File: src/rtl/syscall_unit_pkg.sv
// Shared constants for the syscall service unit: service codes, console item
// kinds and the control FSM state encoding.
package syscall_pkg;

  localparam int SYS_PRINT_INT  = 1;
  localparam int SYS_PRINT_STR  = 4;
  localparam int SYS_EXIT       = 10;
  localparam int SYS_PRINT_CHAR = 11;

  localparam logic OUT_CHAR = 1'b0;
  localparam logic OUT_INT  = 1'b1;

  typedef enum logic [2:0] {
    IDLE,
    EMIT,
    STR_REQ,
    STR_WAIT,
    HALTED
  } state_t;

endpackage

File: src/rtl/syscall_unit_if.sv
// Console output stream of the syscall unit: one item per valid/ready handshake.
interface syscall_unit_if #(
  parameter int DATA_W = 32
) ();

  logic              out_valid;
  logic              out_kind;
  logic [DATA_W-1:0] out_data;
  logic              out_ready;

  modport master (output out_valid, output out_kind, output out_data, input out_ready);
  modport slave  (input out_valid, input out_kind, input out_data, output out_ready);

endinterface

File: src/rtl/syscall_str_walker.sv
// String walker: holds the string base and byte index, issues the byte read
// request, flags a NUL terminator and reports when the length cap is reached.
module syscall_str_walker
  import syscall_pkg::*;
#(
  parameter int ADDR_W      = 32,
  parameter int MAX_STR_LEN = 256
) (
  input  logic              clk,
  input  logic              rst,
  input  logic              start,
  input  logic [ADDR_W-1:0] base_in,
  input  logic              req,
  input  logic              advance,
  input  logic [7:0]        mem_rd_data,
  output logic              mem_rd_en,
  output logic [ADDR_W-1:0] mem_addr,
  output logic              byte_nul,
  output logic              last
);

  // One extra bit so idx+1 can equal MAX_STR_LEN without overflowing.
  localparam int IDX_W = $clog2(MAX_STR_LEN) + 1;

  logic [ADDR_W-1:0] base;
  logic [ADDR_W-1:0] base_nx;
  logic [IDX_W-1:0]  idx;
  logic [IDX_W-1:0]  idx_nx;

  always_comb begin
    base_nx = base;
    idx_nx  = idx;
    if (start) begin
      base_nx = base_in;
      idx_nx  = '0;
    end else if (advance) begin
      idx_nx = idx + IDX_W'(1);
    end
  end

  always_ff @(posedge clk) begin
    base <= base_nx;
  end

  // The address is formed from the next-cycle base/idx so the request can be
  // issued on the same edge that starts or advances the walk.
  always_ff @(posedge clk) begin
    if (rst) begin
      idx       <= '0;
      mem_rd_en <= 1'b0;
      mem_addr  <= '0;
    end else begin
      idx       <= idx_nx;
      mem_rd_en <= req;
      if (req) begin
        mem_addr <= base_nx + ADDR_W'(idx_nx);
      end
    end
  end

  assign byte_nul = (mem_rd_data == 8'h00);
  assign last     = ((idx + IDX_W'(1)) == IDX_W'(MAX_STR_LEN));

endmodule

File: src/rtl/syscall_unit.sv
// Syscall service unit: decodes v0, runs print-int/char/string and exit as a
// multi-cycle service, stalling the pipeline and streaming console items.
module syscall_unit
  import syscall_pkg::*;
#(
  parameter int DATA_W      = 32,
  parameter int ADDR_W      = 32,
  parameter int MAX_STR_LEN = 256
) (
  input  logic                clk,
  input  logic                rst,
  input  logic                syscall_valid,
  input  logic [DATA_W-1:0]   v0,
  input  logic [DATA_W-1:0]   a0,
  output logic                stall,
  output logic                halted,
  output logic                mem_rd_en,
  output logic [ADDR_W-1:0]   mem_addr,
  input  logic [7:0]          mem_rd_data,
  syscall_unit_if.master      cons,
  output logic                err_code,
  output logic                str_trunc
);

  state_t            state;
  logic              in_str;
  logic              out_valid;
  logic              out_kind;
  logic [DATA_W-1:0] out_data;

  logic is_int;
  logic is_chr;
  logic is_str;
  logic is_exit;
  logic known;
  logic emit_hs;
  logic str_start;
  logic str_req;
  logic str_adv;
  logic byte_nul;
  logic last;

  assign is_int  = (v0 == DATA_W'(SYS_PRINT_INT));
  assign is_chr  = (v0 == DATA_W'(SYS_PRINT_CHAR));
  assign is_str  = (v0 == DATA_W'(SYS_PRINT_STR));
  assign is_exit = (v0 == DATA_W'(SYS_EXIT));
  assign known   = is_int | is_chr | is_str | is_exit;

  assign stall = (state != IDLE) || (syscall_valid && known);

  assign emit_hs   = (state == EMIT) && cons.out_ready;
  assign str_start = (state == IDLE) && syscall_valid && is_str;
  assign str_adv   = emit_hs && in_str;
  assign str_req   = str_start || (str_adv && !last);

  syscall_str_walker #(
    .ADDR_W      (ADDR_W),
    .MAX_STR_LEN (MAX_STR_LEN)
  ) u_walker (
    .clk         (clk),
    .rst         (rst),
    .start       (str_start),
    .base_in     (ADDR_W'(a0)),
    .req         (str_req),
    .advance     (str_adv),
    .mem_rd_data (mem_rd_data),
    .mem_rd_en   (mem_rd_en),
    .mem_addr    (mem_addr),
    .byte_nul    (byte_nul),
    .last        (last)
  );

  always_ff @(posedge clk) begin
    if (rst) begin
      state     <= IDLE;
      in_str    <= 1'b0;
      halted    <= 1'b0;
      out_valid <= 1'b0;
      out_kind  <= OUT_CHAR;
      out_data  <= '0;
      err_code  <= 1'b0;
      str_trunc <= 1'b0;
    end else begin
      err_code  <= 1'b0;
      str_trunc <= 1'b0;
      case (state)
        IDLE: begin
          if (syscall_valid) begin
            if (is_int) begin
              out_data  <= a0;
              out_kind  <= OUT_INT;
              out_valid <= 1'b1;
              in_str    <= 1'b0;
              state     <= EMIT;
            end else if (is_chr) begin
              out_data  <= DATA_W'(a0[7:0]);
              out_kind  <= OUT_CHAR;
              out_valid <= 1'b1;
              in_str    <= 1'b0;
              state     <= EMIT;
            end else if (is_str) begin
              in_str <= 1'b1;
              state  <= STR_REQ;
            end else if (is_exit) begin
              halted <= 1'b1;
              state  <= HALTED;
            end else begin
              err_code <= 1'b1;
            end
          end
        end
        EMIT: begin
          if (cons.out_ready) begin
            out_valid <= 1'b0;
            if (in_str && !last) begin
              state <= STR_REQ;
            end else begin
              str_trunc <= in_str;
              in_str    <= 1'b0;
              state     <= IDLE;
            end
          end
        end
        STR_REQ: begin
          state <= STR_WAIT;
        end
        STR_WAIT: begin
          if (byte_nul) begin
            in_str <= 1'b0;
            state  <= IDLE;
          end else begin
            out_data  <= DATA_W'(mem_rd_data);
            out_kind  <= OUT_CHAR;
            out_valid <= 1'b1;
            state     <= EMIT;
          end
        end
        HALTED: begin
          state <= HALTED;
        end
        default: begin
          state <= IDLE;
        end
      endcase
    end
  end

  assign cons.out_valid = out_valid;
  assign cons.out_kind  = out_kind;
  assign cons.out_data  = out_data;

endmodule

File: src/flat_wrapper.sv
// flat-port wrapper written by rule: the top's interface ports become plain ports
module syscall_unit_flat import syscall_pkg::*;
#(
  parameter int DATA_W      = 32,
  parameter int ADDR_W      = 32,
  parameter int MAX_STR_LEN = 256
)
  (clk, rst, syscall_valid, v0, a0, stall, halted, mem_rd_en, mem_addr, mem_rd_data, err_code, str_trunc, cons_out_valid, cons_out_kind, cons_out_data, cons_out_ready);
  syscall_unit_if #(.DATA_W(DATA_W)) cons_i ();
  input  logic clk;
  input  logic rst;
  input  logic syscall_valid;
  input  logic [DATA_W-1:0] v0;
  input  logic [DATA_W-1:0] a0;
  output logic stall;
  output logic halted;
  output logic mem_rd_en;
  output logic [ADDR_W-1:0] mem_addr;
  input  logic [7:0] mem_rd_data;
  output logic err_code;
  output logic str_trunc;
  output wire logic [$bits(cons_i.out_valid)-1:0] cons_out_valid;
  output wire logic [$bits(cons_i.out_kind)-1:0] cons_out_kind;
  output wire logic [$bits(cons_i.out_data)-1:0] cons_out_data;
  input wire logic [$bits(cons_i.out_ready)-1:0] cons_out_ready;
  assign cons_out_valid = cons_i.out_valid;
  assign cons_out_kind = cons_i.out_kind;
  assign cons_out_data = cons_i.out_data;
  assign cons_i.out_ready = cons_out_ready;
  syscall_unit #(.DATA_W(DATA_W), .ADDR_W(ADDR_W), .MAX_STR_LEN(MAX_STR_LEN)) u_core (.clk(clk), .rst(rst), .syscall_valid(syscall_valid), .v0(v0), .a0(a0), .stall(stall), .halted(halted), .mem_rd_en(mem_rd_en), .mem_addr(mem_addr), .mem_rd_data(mem_rd_data), .cons(cons_i), .err_code(err_code), .str_trunc(str_trunc));
endmodule
File: config.mk
export PLATFORM = sky130hd
export DESIGN_NAME = syscall_unit_flat
export DESIGN_NICKNAME = d
export VERILOG_FILES = /design/src/rtl/syscall_unit_pkg.sv /design/src/rtl/syscall_unit_if.sv /design/src/rtl/syscall_str_walker.sv /design/src/rtl/syscall_unit.sv /design/src/flat_wrapper.sv
export SDC_FILE = /design/constraint.sdc
export NUM_CORES = 1
export LEC_CHECK = 0
export CAP_MARGIN = 40
export CORE_MARGIN = 1.5
export CORE_UTILIZATION = 49
export CTS_CLUSTER_SIZE = 30
export DETAILED_ROUTE_END_ITERATION = 10
export HOLD_SLACK_MARGIN = 0.15
export PLACE_DENSITY = 0.82
export SYNTH_ARGS = -nofsm -noshare
export SYNTH_HDL_FRONTEND = slang
export SYNTH_SLANG_ARGS = --single-unit
File: constraint.sdc
create_clock -name clk -period 5.1 [get_ports clk]
set_input_delay 0.765 -clock clk [delete_from_list [all_inputs] [get_ports clk]]
set_output_delay 0.765 -clock clk [all_outputs]
set_load 0.02 [all_outputs]
* Word-level counts from Yosys, hierarchy flattened
Cells that the tools add are included.
** Storage, ports and cells
- Flip-flop bits (word level) :: 115
- Input bits :: 76
** Cells by class
- $add $sub $neg :: 2
- Eq/ne operators :: 17
- Multiplexer cells :: 37
- Bitwise logic cells :: 10
- Reductions and logical operators :: 22
** Operator list (number)
- 32-bit 2-to-1 mux :: 5
- 32-bit by 4-bit == test with 1-bit output (second input constant) :: 2
- 32-bit one-hot mux with 2 select lines :: 1
- 32-bit by 9-bit adder with 32-bit output :: 1
- 32-bit by 1-bit == test with 1-bit output (second input constant) :: 1
- 32-bit by 3-bit == test with 1-bit output (second input constant) :: 1
- 1-bit 2-to-1 mux :: 18
- 3-bit 2-to-1 mux :: 6
- 9-bit 2-to-1 mux :: 2
- 3-bit one-hot mux with 5 select lines :: 1
- 6-bit AND reduction :: 2
- 9-bit by 1-bit adder with 9-bit output (second input constant) :: 1
- 9-bit == test (second input constant) :: 1
- 8-bit logical NOT :: 1
- 2-bit inequality test (second input constant) :: 4
- 1-bit logical AND :: 7
- 1-bit NOT :: 7
- 3-bit by 2-bit == test with 1-bit output (second input constant) :: 2
- 1-bit one-hot mux with 3 select lines :: 2
- 3-bit nonzero test :: 2
- 6-bit OR reduction :: 1
- 5-bit by 1-bit inequality test with 1-bit output (second input constant) :: 1
- 5-bit AND reduction :: 1
- 4-bit by 1-bit inequality test with 1-bit output (second input constant) :: 1
- 14 further kinds :: 17

* Longest topological paths before layout
Gate-level depths: netlist (run 1).
- Depth after elaboration :: 7
- Gate-level depth with buffers :: 20
- Gate-level depth less buffers :: 14

* Hierarchy
A second synthesis (run 1) with hierarchy kept.
** Second synthesis, totals
- Cells, all modules :: 608
- Area, all modules :: 5931.9 um2
** By module, submodules not included
- syscall_str_walker :: times used 1, cells an instance 420, area each 4002.6 um2, seq. area each 1481.4 um2
- syscall_unit :: times used 1, cells an instance 188, area each 1929.4 um2, seq. area each 820.8 um2

* Worst setup path after synthesis (run 1)
Ideal clock, no wire load.
- Path type :: input -> register
- Start :: input port v0[14]
- End :: register u_core.u_walker.mem_addr[18]
- Library setup time :: 134 ps
- Data arrival time :: 4556 ps
- Setup slack :: 410 ps
- Stages on the path :: 17
- Buffers on the path :: 5
- Path through :: nor4_1 -> nand4_1 -> nor3_4 -> buf_6 -> buf_6 -> buf_6 -> buf_2 -> mux2_2 -> ha_1 -> nor2b_1 -> o31a_1 -> o31ai_1 -> a21o_1 -> clkbuf_1 -> a2bb2oi_1 -> a311oi_1 -> nor4_1
** Between the ends
- Cells in the longest elaborated chain, start to end :: 4
- Elaborated cells between the ends (all ways) :: 6
- Classes of those cells :: add/sub (1); eq/ne (1); mux (2); reduce/logical (2)
** RTL lines
- start, declared :: line flat_wrapper.sv:13 : input logic [DATA_W-1:0] v0;
- 32-bit by 3-bit == test with 1-bit output :: line syscall_unit.sv:45 : assign is_str = (v0 == DATA_W'(SYS_PRINT_STR));
- 1-bit logical AND :: line syscall_unit.sv:52 : assign str_start = (state == IDLE) && syscall_valid && is_str;
- 32-bit 2-to-1 mux :: line syscall_str_walker.sv:33 : if (start) begin
- named net u_core.u_walker.base_nx[2] :: line syscall_str_walker.sv:26 : logic [ADDR_W-1:0] base_nx;
- 32-bit by 9-bit adder with 32-bit output :: line syscall_str_walker.sv:56 : mem_addr <= base_nx + ADDR_W'(idx_nx);
- end signal, assigned :: line syscall_str_walker.sv:56
- end, declared :: line syscall_str_walker.sv:17 : output logic [ADDR_W-1:0] mem_addr,
The timed path passes the listed nets, and every way through them passes these cells.
A chain may end at the register's enable or synchronous reset.

* Worst setup path after layout (run 1)
- Start :: input port v0[13]
- End :: register u_core.u_walker.mem_addr[8]
Same word-level chain as after synthesis.

==> results of run 1 <==
==> routing by layer <==
metal,routed length [µm],GRT usage,part of all wire,vias to the layer above
li1,-,-,-,2675
met5,0,0,0,-
met3,1140,0.0637,0.068,31
met4,381,0.109,0.023,0
met1,7500,0.362,0.44,2698
met2,7890,0.434,0.47,243
==> layout make-up <==
type	count	area, µm²
sequential	115	2300
timing repair buffer	158	1550
fill	889	3550
multi-input combinational	491	3190
inverter	13	48.8
clock buffer	21	450
tap	143	179
clock inverter	10	158
==> how the worst max path moves through the flow <==
stage,from,endpoint,slack [ns],cells after the start
floorplan,v0[14],u_core.u_walker.mem_addr[18],0.41,17
global placement,v0[13],u_core.u_walker.mem_addr[24],0.41,16
detailed placement,v0[13],u_core.u_walker.mem_addr[18],0.28,15
CTS,v0[13],u_core.u_walker.mem_addr[8],0.64,15
global route,v0[13],u_core.u_walker.mem_addr[18],0.25,15
finish,v0[13],u_core.u_walker.mem_addr[8],0.62,15
==> where the power goes <==
part	internal [mW]	switching (mW)	total, mW	leakage [nW]
Combinational	0.0591	0.0452	0.104	1.63
Sequential	0.900	0.0000768	0.900	0.926
Clock	0.824	0.407	1.23	0.289
==> state kept, by name (all words and copies together), names as in the netlist <==
name                       flops
u_core.cons.out_kind           1
u_core.cons.out_data          32
u_core.u_walker.mem_rd_en      1
u_core.u_walker.base          32
u_core.in_str                  1
u_core.cons.out_valid          1
u_core.halted                  1
u_core.str_trunc               1
u_core.state                   3
u_core.u_walker.idx            9
u_core.err_code                1
u_core.u_walker.mem_addr      32
==> Yosys cell counts (2+ instances only) <==
| library cell | instances |
|---|---|
| nand3b_1 | 2 |
| a311oi_1 | 3 |
| nand2_1 | 78 |
| a22o_1 | 2 |
| xor2_1 | 9 |
| nor3_1 | 18 |
| buf_2 | 7 |
| a31o_2 | 2 |
| dfxtp_1 | 115 |
| mux2i_1 | 25 |
| a211oi_1 | 13 |
| and3_1 | 7 |
| nor2b_1 | 6 |
| inv_1 | 12 |
| mux2_2 | 34 |
| or4_1 | 4 |
| o31a_1 | 2 |
| a31oi_1 | 5 |
| o21ai_1 | 6 |
| a22oi_1 | 2 |
| a21o_1 | 3 |
| or2_2 | 4 |
| o31ai_1 | 4 |
| buf_6 | 5 |
| o2111ai_1 | 2 |
| nand4_1 | 25 |
| clkbuf_1 | 25 |
| xnor2_1 | 14 |
| nand2b_1 | 2 |
| or3_1 | 4 |
| nor4_1 | 12 |
| a2111oi_0 | 2 |
| nor3b_1 | 2 |
| o21a_1 | 5 |
| ha_1 | 10 |
| a21oi_1 | 41 |
| o21ai_0 | 15 |
| nand3_1 | 46 |
| o211ai_1 | 3 |
| and4_1 | 2 |
| buf_4 | 4 |
| nor2_1 | 52 |
==> cell families after synthesis <==
logic type | Yosys count | share of synthesized area
AO/OA/AOI/OAI | 125 | 0.147
XOR/XNOR | 23 | 0.0350
multiplexers | 61 | 0.114
adder cells (fa/ha/maj) | 11 | 0.0252
flip-flops | 115 | 0.400
buffers and inverters | 54 | 0.0459
AND/OR/NAND/NOR | 271 | 0.232
==> worst max-delay path: stages <==
cell and delay, ns:
clkdlybuf4s50_1 0.41, nor4_1 0.31, nand4_1 0.29, nor3_4 0.53, mux2_2 0.41, ha_1 0.20
inv_1 0.07, fa_1 0.17, nor2b_1 0.07, o31a_1 0.27, o31ai_1 0.50, a21boi_0 0.24
or3_1 0.36, nand3_1 0.09, a21oi_1 0.06
==> metrics, run 1 <==
commonest cells after routing, fill and taps aside clkdlybuf4s50_1 (145), dfxtp_1 (115), nand2_1 (78); FF+latch count, synth 115; Worst Hold Path EP u_core.u_walker.mem_addr[16]; initial antenna violation count 0; Hold Path Class flip-flop to flip-flop; Synth area leaders dfxtp_1 (40%), mux2_2 (6.7%), nand2_1 (5.1%); Syn-to-layout area delta 36.9%; cell area after layout 7870 µm²; Crit Reg-Reg Startpoint u_core.state[0]; post-route ant nets 0; largest net degree at the start of global routing 67; reg2reg end u_core.u_walker.mem_addr[8]; Leak 2.84 nW; Final Skew 0.00985 ns; CP Max Fanout 9; Design Power 2.23 mW; Core Area 11400 µm²; Critical Path Start Type primary input; Routed Wire Length 16900 µm; Peak Freq 223 MHz; CP required 5.36 ns; Placed Area 7260 µm²; die width 111 µm; H-Tree Level Count 4; Vias 5647; Tcrit/Tclk final 0.879; status finished clean; DRC viols 0; synthesized instance count 660; Layout Nets 883; Worst Slack Setup Final 0.619 ns; die height 111 µm; gr usage total 0.273; hold depth 2; CP endpoint kind flip-flop; syn avg cell area 8.71 µm²; setup TNS 0 ns; Ant. Diodes 0; synthesized area 5750 µm²; RSZ-0062 raised after global routing no; first-pass GRT wire length 27400 µm; peak supply drop 0.000186 V; Slew Viols, Final 0; Slew @ Worst Pin 0.869 ns; first-pass detailed-route iteration total 5; # clock sinks 115; Initial Utilization 0.504; final setup vio count 0; DR iter-0 viols 438; Fin Hold WS 0.449 ns; syn_nets 747; Synth area leader dfxtp_1; dpl ws 0.282 ns; r2r setup slk 1.25 ns; hpwl dp 12200 µm; clk_lat worst skew 0.41 ns; worst hold start u_core.u_walker.mem_addr[16]; count of cell types in the netlist 68; detail-routed net length per standard cell 17.8 µm; sequential fraction of the synthesis area 0.400; vias in the first global route 5428; fin crit period 4.48 ns; drt via density 5.94; number of setup buffers added after CTS 0; pwr/cell area 284 nW/µm²; hold_buf cts 0; Async S/R FF share, synth 0; worst path arrival time 4.74 ns; Finished Layout Cells 951; FP Rows 39; number of synthesized flops with an enable pin 0; max cap viols 0; Num CTS Buffers 17; CTS tree done; post_cts resized 0; RePlAce Congestion 0.939; fin util 0.689; Synth top area share 0.400; most common cell after layout, fill and taps aside clkdlybuf4s50_1; Rel. slew slack 0.421; dpl cells 920; total gr overflow 0; IO Pins 147; Synth warnings 0; share of layout cells above drive strength 1 0.110; reg2reg path depth 14; Root Buffer clkbuf_16; clk buf depth 2; IO Port Bufs 146; Hold Vio Cnt, Final 0; CP Class primary input to flip-flop; ys flop type dfxtp_1; die area 12400 µm²; Worst-path clk slew 0.05 ns
No activity file was read; power rests on OpenSTA's default activity.
==> inputs of run 2 (changes only) <==
- HOLD_SLACK_MARGIN: 0.15 -> not set
- PLACE_DENSITY: 0.82 -> 0.92
==> metrics, run 2 (same netlist as run 1, synthesis figures left out) <==
Routed Wire Length 17700 µm; clk_lat worst skew 0.43 ns; RePlAce Congestion 0.873; IO Port Bufs 146; DR iter-0 viols 587; first-pass detailed-route iteration total 6; Syn-to-layout area delta 37.2%; crit path cell chain clkdlybuf4s50_1 -> nor4b_2 -> nand4b_1 -> nor3_4 -> mux2_2 -> ha_1 -> inv_1 -> fa_1 -> nor2b_1 -> o31a_1 -> o31ai_1 -> a21o_1 -> a2bb2oi_1 -> a311oi_1 -> nor4_1; CP Max Fanout 9; FP Rows 39; Slew Viols, Final 0; most common cell after layout, fill and taps aside clkdlybuf4s50_1; Vias 5773; post_cts resized 0; hpwl dp 11500 µm; Final Skew 0.0156 ns; Hold Vio Cnt, Final 0; pwr/cell area 293 nW/µm²; gr usage total 0.283; Leak 2.85 nW; die area 12400 µm²; H-Tree Level Count 4; CP Class primary input to flip-flop; Slew @ Worst Pin 0.914 ns; cell area after layout 7890 µm²; Root Buffer clkbuf_16; CP max-delay cell clkdlybuf4s50_1; first-pass GRT wire length 28500 µm; RSZ-0062 raised after global routing no; post-route ant nets 0; DRC viols 0; CP delay by family, top compound AO/OA/AOI/OAI gates; # clock sinks 115; worst path arrival time 4.81 ns; initial antenna violation count 0; largest net degree at the start of global routing 66; final setup vio count 0; Ant. Diodes 0; max cap viols 0; Worst-path clk slew 0.05 ns; Core Area 11400 µm²; hold_buf cts 0; vias in the first global route 5655; Tcrit/Tclk final 0.890; die height 111 µm; Largest regs u_core.cons.out_data (32), u_core.u_walker.base (32), u_core.u_walker.mem_addr (32); IO Pins 147; peak supply drop 0.000212 V; detail-routed net length per standard cell 18.6 µm; Layout Nets 881; Num CTS Buffers 17; Max stage delay on crit path 0.51 ns; setup TNS 0 ns; drt via density 6.08; total gr overflow 0; CTS tree done; CP required 5.37 ns; Initial Utilization 0.504; die width 111 µm; Peak Freq 220 MHz; Placed Area 7250 µm²; Rel. slew slack 0.390; status finished clean; Hold Path Class flip-flop to flip-flop; commonest cells after routing, fill and taps aside clkdlybuf4s50_1 (145), dfxtp_1 (115), nand2_1 (78); Critical Path Start Type primary input; CP endpoint kind flip-flop; WP buf/inv 2; share of layout cells above drive strength 1 0.108; fin crit period 4.54 ns; number of setup buffers added after CTS 0; clk buf depth 2
## run 2: final cells by class
cell class | instances | area (µm²)
fill | 825 | 3520
multi-input combinational | 491 | 3190
sequential | 115 | 2300
timing repair buffer | 156 | 1530
clock buffer | 23 | 468
tap | 143 | 179
clock inverter | 9 | 176
inverter | 13 | 48.8
## run 2: worst paths after layout
kind / from / endpoint / slack [ns] / cells after the start
setup / recovery: v0[1] / u_core.u_walker.mem_addr[18] / 0.56 / 15
setup reg to reg: u_core.state[0] / u_core.u_walker.mem_addr[18] / 1.05 / 13
hold reg to reg: u_core.cons.out_data[11] / u_core.cons.out_data[11] / 0.45 / 2
hold / removal: u_core.cons.out_data[11] / u_core.cons.out_data[11] / 0.45 / 2
## run 2: layer usage
metal	vias to the layer above	global-route usage	routed length [µm]
met2	382	0.447	7990
met1	2635	0.372	7530
met3	68	0.0621	1580
li1	2688	-	-
met5	-	0	0
met4	0	0.133	592
## run 2: worst register-to-register path, stage by stage (launching register included)
cell,delay [ns]
dfxtp_1,0.51
nor2b_1,0.37
and3_1,0.39
nand2_1,0.11
xor2_1,0.24
nor2_1,0.09
ha_1,0.34
nor2b_1,0.17
o31a_1,0.28
o31ai_1,0.30
a21o_1,0.41
a2bb2oi_1,0.18
a311oi_1,0.39
nor4_1,0.12
## run 2: per-stage QoR
| stage | utilization | std cells | setup WS (ns) | power [mW] | hold slack (ns) |
|---|---|---|---|---|---|
| 3_5_place_dp | 0.635 | 918 | 0.338 | 1.02 | 0.445 |
| 6_report | 0.691 | 950 | 0.560 | 2.31 | 0.451 |
| 5_1_grt | 0.691 | 950 | 0.281 | 2.36 | 0.474 |
| 3_3_place_gp | 0.635 | 918 | 0.461 | 1.02 | 0.434 |
| 4_1_cts | 0.691 | 950 | 0.616 | 2.30 | 0.452 |
| 2_1_floorplan | - | 660 | 0.410 | 0.941 | 0.444 |
## run 2: report_power, final
part           internal, mW  total [mW]  leakage [nW]  switching [mW]
sequential            0.900       0.900         0.926        0.000100
clock                 0.891        1.30         0.311           0.414
combinational        0.0590       0.105          1.61          0.0457
==> inputs of run 3 (changes only) <==
- CORE_UTILIZATION: 49 -> 55
- DONT_BUFFER_PORTS: not set -> 1
- PLACE_DENSITY: 0.92 -> 0.82
==> metrics, run 3 (same netlist as run 1, synthesis figures left out) <==
first-pass detailed-route iteration total 5; hold_buf cts 0; Largest regs u_core.cons.out_data (32), u_core.u_walker.base (32), u_core.u_walker.mem_addr (32); CP required 5.50 ns; Routed Wire Length 15500 µm; commonest cells after routing, fill and taps aside dfxtp_1 (115), nand2_1 (78), nor2_1 (51); crit path cell chain nor2_1 -> nand4b_1 -> nor3_4 -> mux2_2 -> ha_1 -> inv_1 -> fa_1 -> nor2b_1 -> o31a_1 -> o31ai_1 -> a21o_1 -> a2bb2oi_1 -> a311oi_1 -> nor4_1; Max stage delay on crit path 0.46 ns; Tcrit/Tclk final 0.818; IO Pins 147; post_cts resized 0; Hold Path Class primary input to flip-flop; clk buf depth 2; RePlAce Congestion 0.911; Num CTS Buffers 17; filler instances 848; Core Area 10200 µm²; first-pass GRT wire length 24200 µm; initial antenna violation count 0; Initial Utilization 0.562; Fin Hold WS 0.312 ns; die width 105 µm; total gr overflow 0; share of layout cells above drive strength 1 0.127; CP delay by family, top compound AO/OA/AOI/OAI gates; vias in the first global route 4786; CTS tree done; Rel. slew slack 0.432; DR iter-0 viols 574; Worst-path clk slew 0.06 ns; CP max-delay cell a21o_1; Critical Path Start Type flip-flop; Ant. Diodes 0; CP Max Fanout 11; status finished clean; setup TNS 0 ns; clk_lat worst skew 0.52 ns; Vias 5057; RSZ-0062 raised after global routing no; drt via density 6.39; Slew Viols, Final 0; die area 11100 µm²; Layout Nets 731; post-route ant nets 0; die height 105 µm; final setup vio count 0; # clock sinks 115; IO Port Bufs 0; Root Buffer clkbuf_8; DRC viols 0; H-Tree Level Count 4; most common cell after layout, fill and taps aside dfxtp_1; worst path arrival time 4.57 ns; Design Power 2.09 mW; Final Skew 0.00809 ns; fin crit period 4.17 ns; peak supply drop 0.000207 V; WP buf/inv 1; hpwl dp 10900 µm; number of setup buffers added after CTS 0; CP endpoint kind flip-flop; FP Rows 37; CP Class flip-flop to flip-flop; max cap viols 0; gr usage total 0.279; Peak Freq 240 MHz; largest net degree at the start of global routing 67; Hold Vio Cnt, Final 0; detail-routed net length per standard cell 19.6 µm; pwr/cell area 329 nW/µm²; Slew @ Worst Pin 0.851 ns; Leak 2.27 nW; Syn-to-layout area delta 10.2%
run 3: cell count changes in the layout (fill, tap and decap cells not counted):
cell / change
buf_2: -1
buf_4: -4
bufinv_16: -2
clkbuf_1: -2
clkbuf_16: -1
clkbuf_8: +1
clkdlybuf4s50_1: -145
clkinv_2: +2
clkinv_4: -1
clkinvlp_4: +2
run 3: final cells by class:
class	count	area, µm²	area share
clock inverter	10	133	0.0209
timing repair buffer	6	45.0	0.00711
clock buffer	21	449	0.0709
inverter	13	48.8	0.00770
multi-input combinational	491	3190	0.503
tap	136	170	0.0269
sequential	115	2300	0.363
run 3: layer usage:
metal	wire, µm	GRT usage	vias up
li1	-	-	2371
met1	6450	0.344	2392
met2	7260	0.449	254
met3	1500	0.0946	40
met4	337	0.107	0
met5	0	0	-
run 3: worst paths after layout:
check	startpoint	to	slack [ns]	cells after the start
worst min register to register	u_core.u_walker.base[2]	u_core.u_walker.base[2]	0.48	1
worst min-delay path	rst	u_core.u_walker.mem_addr[8]	0.31	1
worst max register to register	u_core.state[0]	u_core.u_walker.mem_addr[18]	0.93	14
worst max-delay path	u_core.state[0]	u_core.u_walker.mem_addr[18]	0.93	14
run 3: worst register-to-register path, delay by kind of cell, from the launching register on:
kind / cells / cell delay [ns]
adders and majority gates: 2 / 0.38
DFF: 1 / 0.40
muxes: 1 / 0.41
AOI/OAI and AO/OA: 5 / 1.69
and+or+nand+nor: 5 / 1.10
buffers and inverters: 1 / 0.08
run 3: power breakdown:
part / internal [mW] / switching [mW] / leakage, nW
clock network: 0.762 / 0.406 / 0.280
registers: 0.899 / 0.000712 / 0.926
logic: 0.00840 / 0.00950 / 1.06
total: 1.67 / 0.416 / 2.27
run 3: stage by stage:
step,cells,utilization,setup WS [ns],cell area (µm²)
floorplan,660,-,0.410,5750
global placement,761,0.562,0.673,5750
detailed placement,761,0.562,0.559,5750
CTS,792,0.619,1.02,6340
global route,792,0.619,0.706,6340
finish,792,0.619,0.929,6340
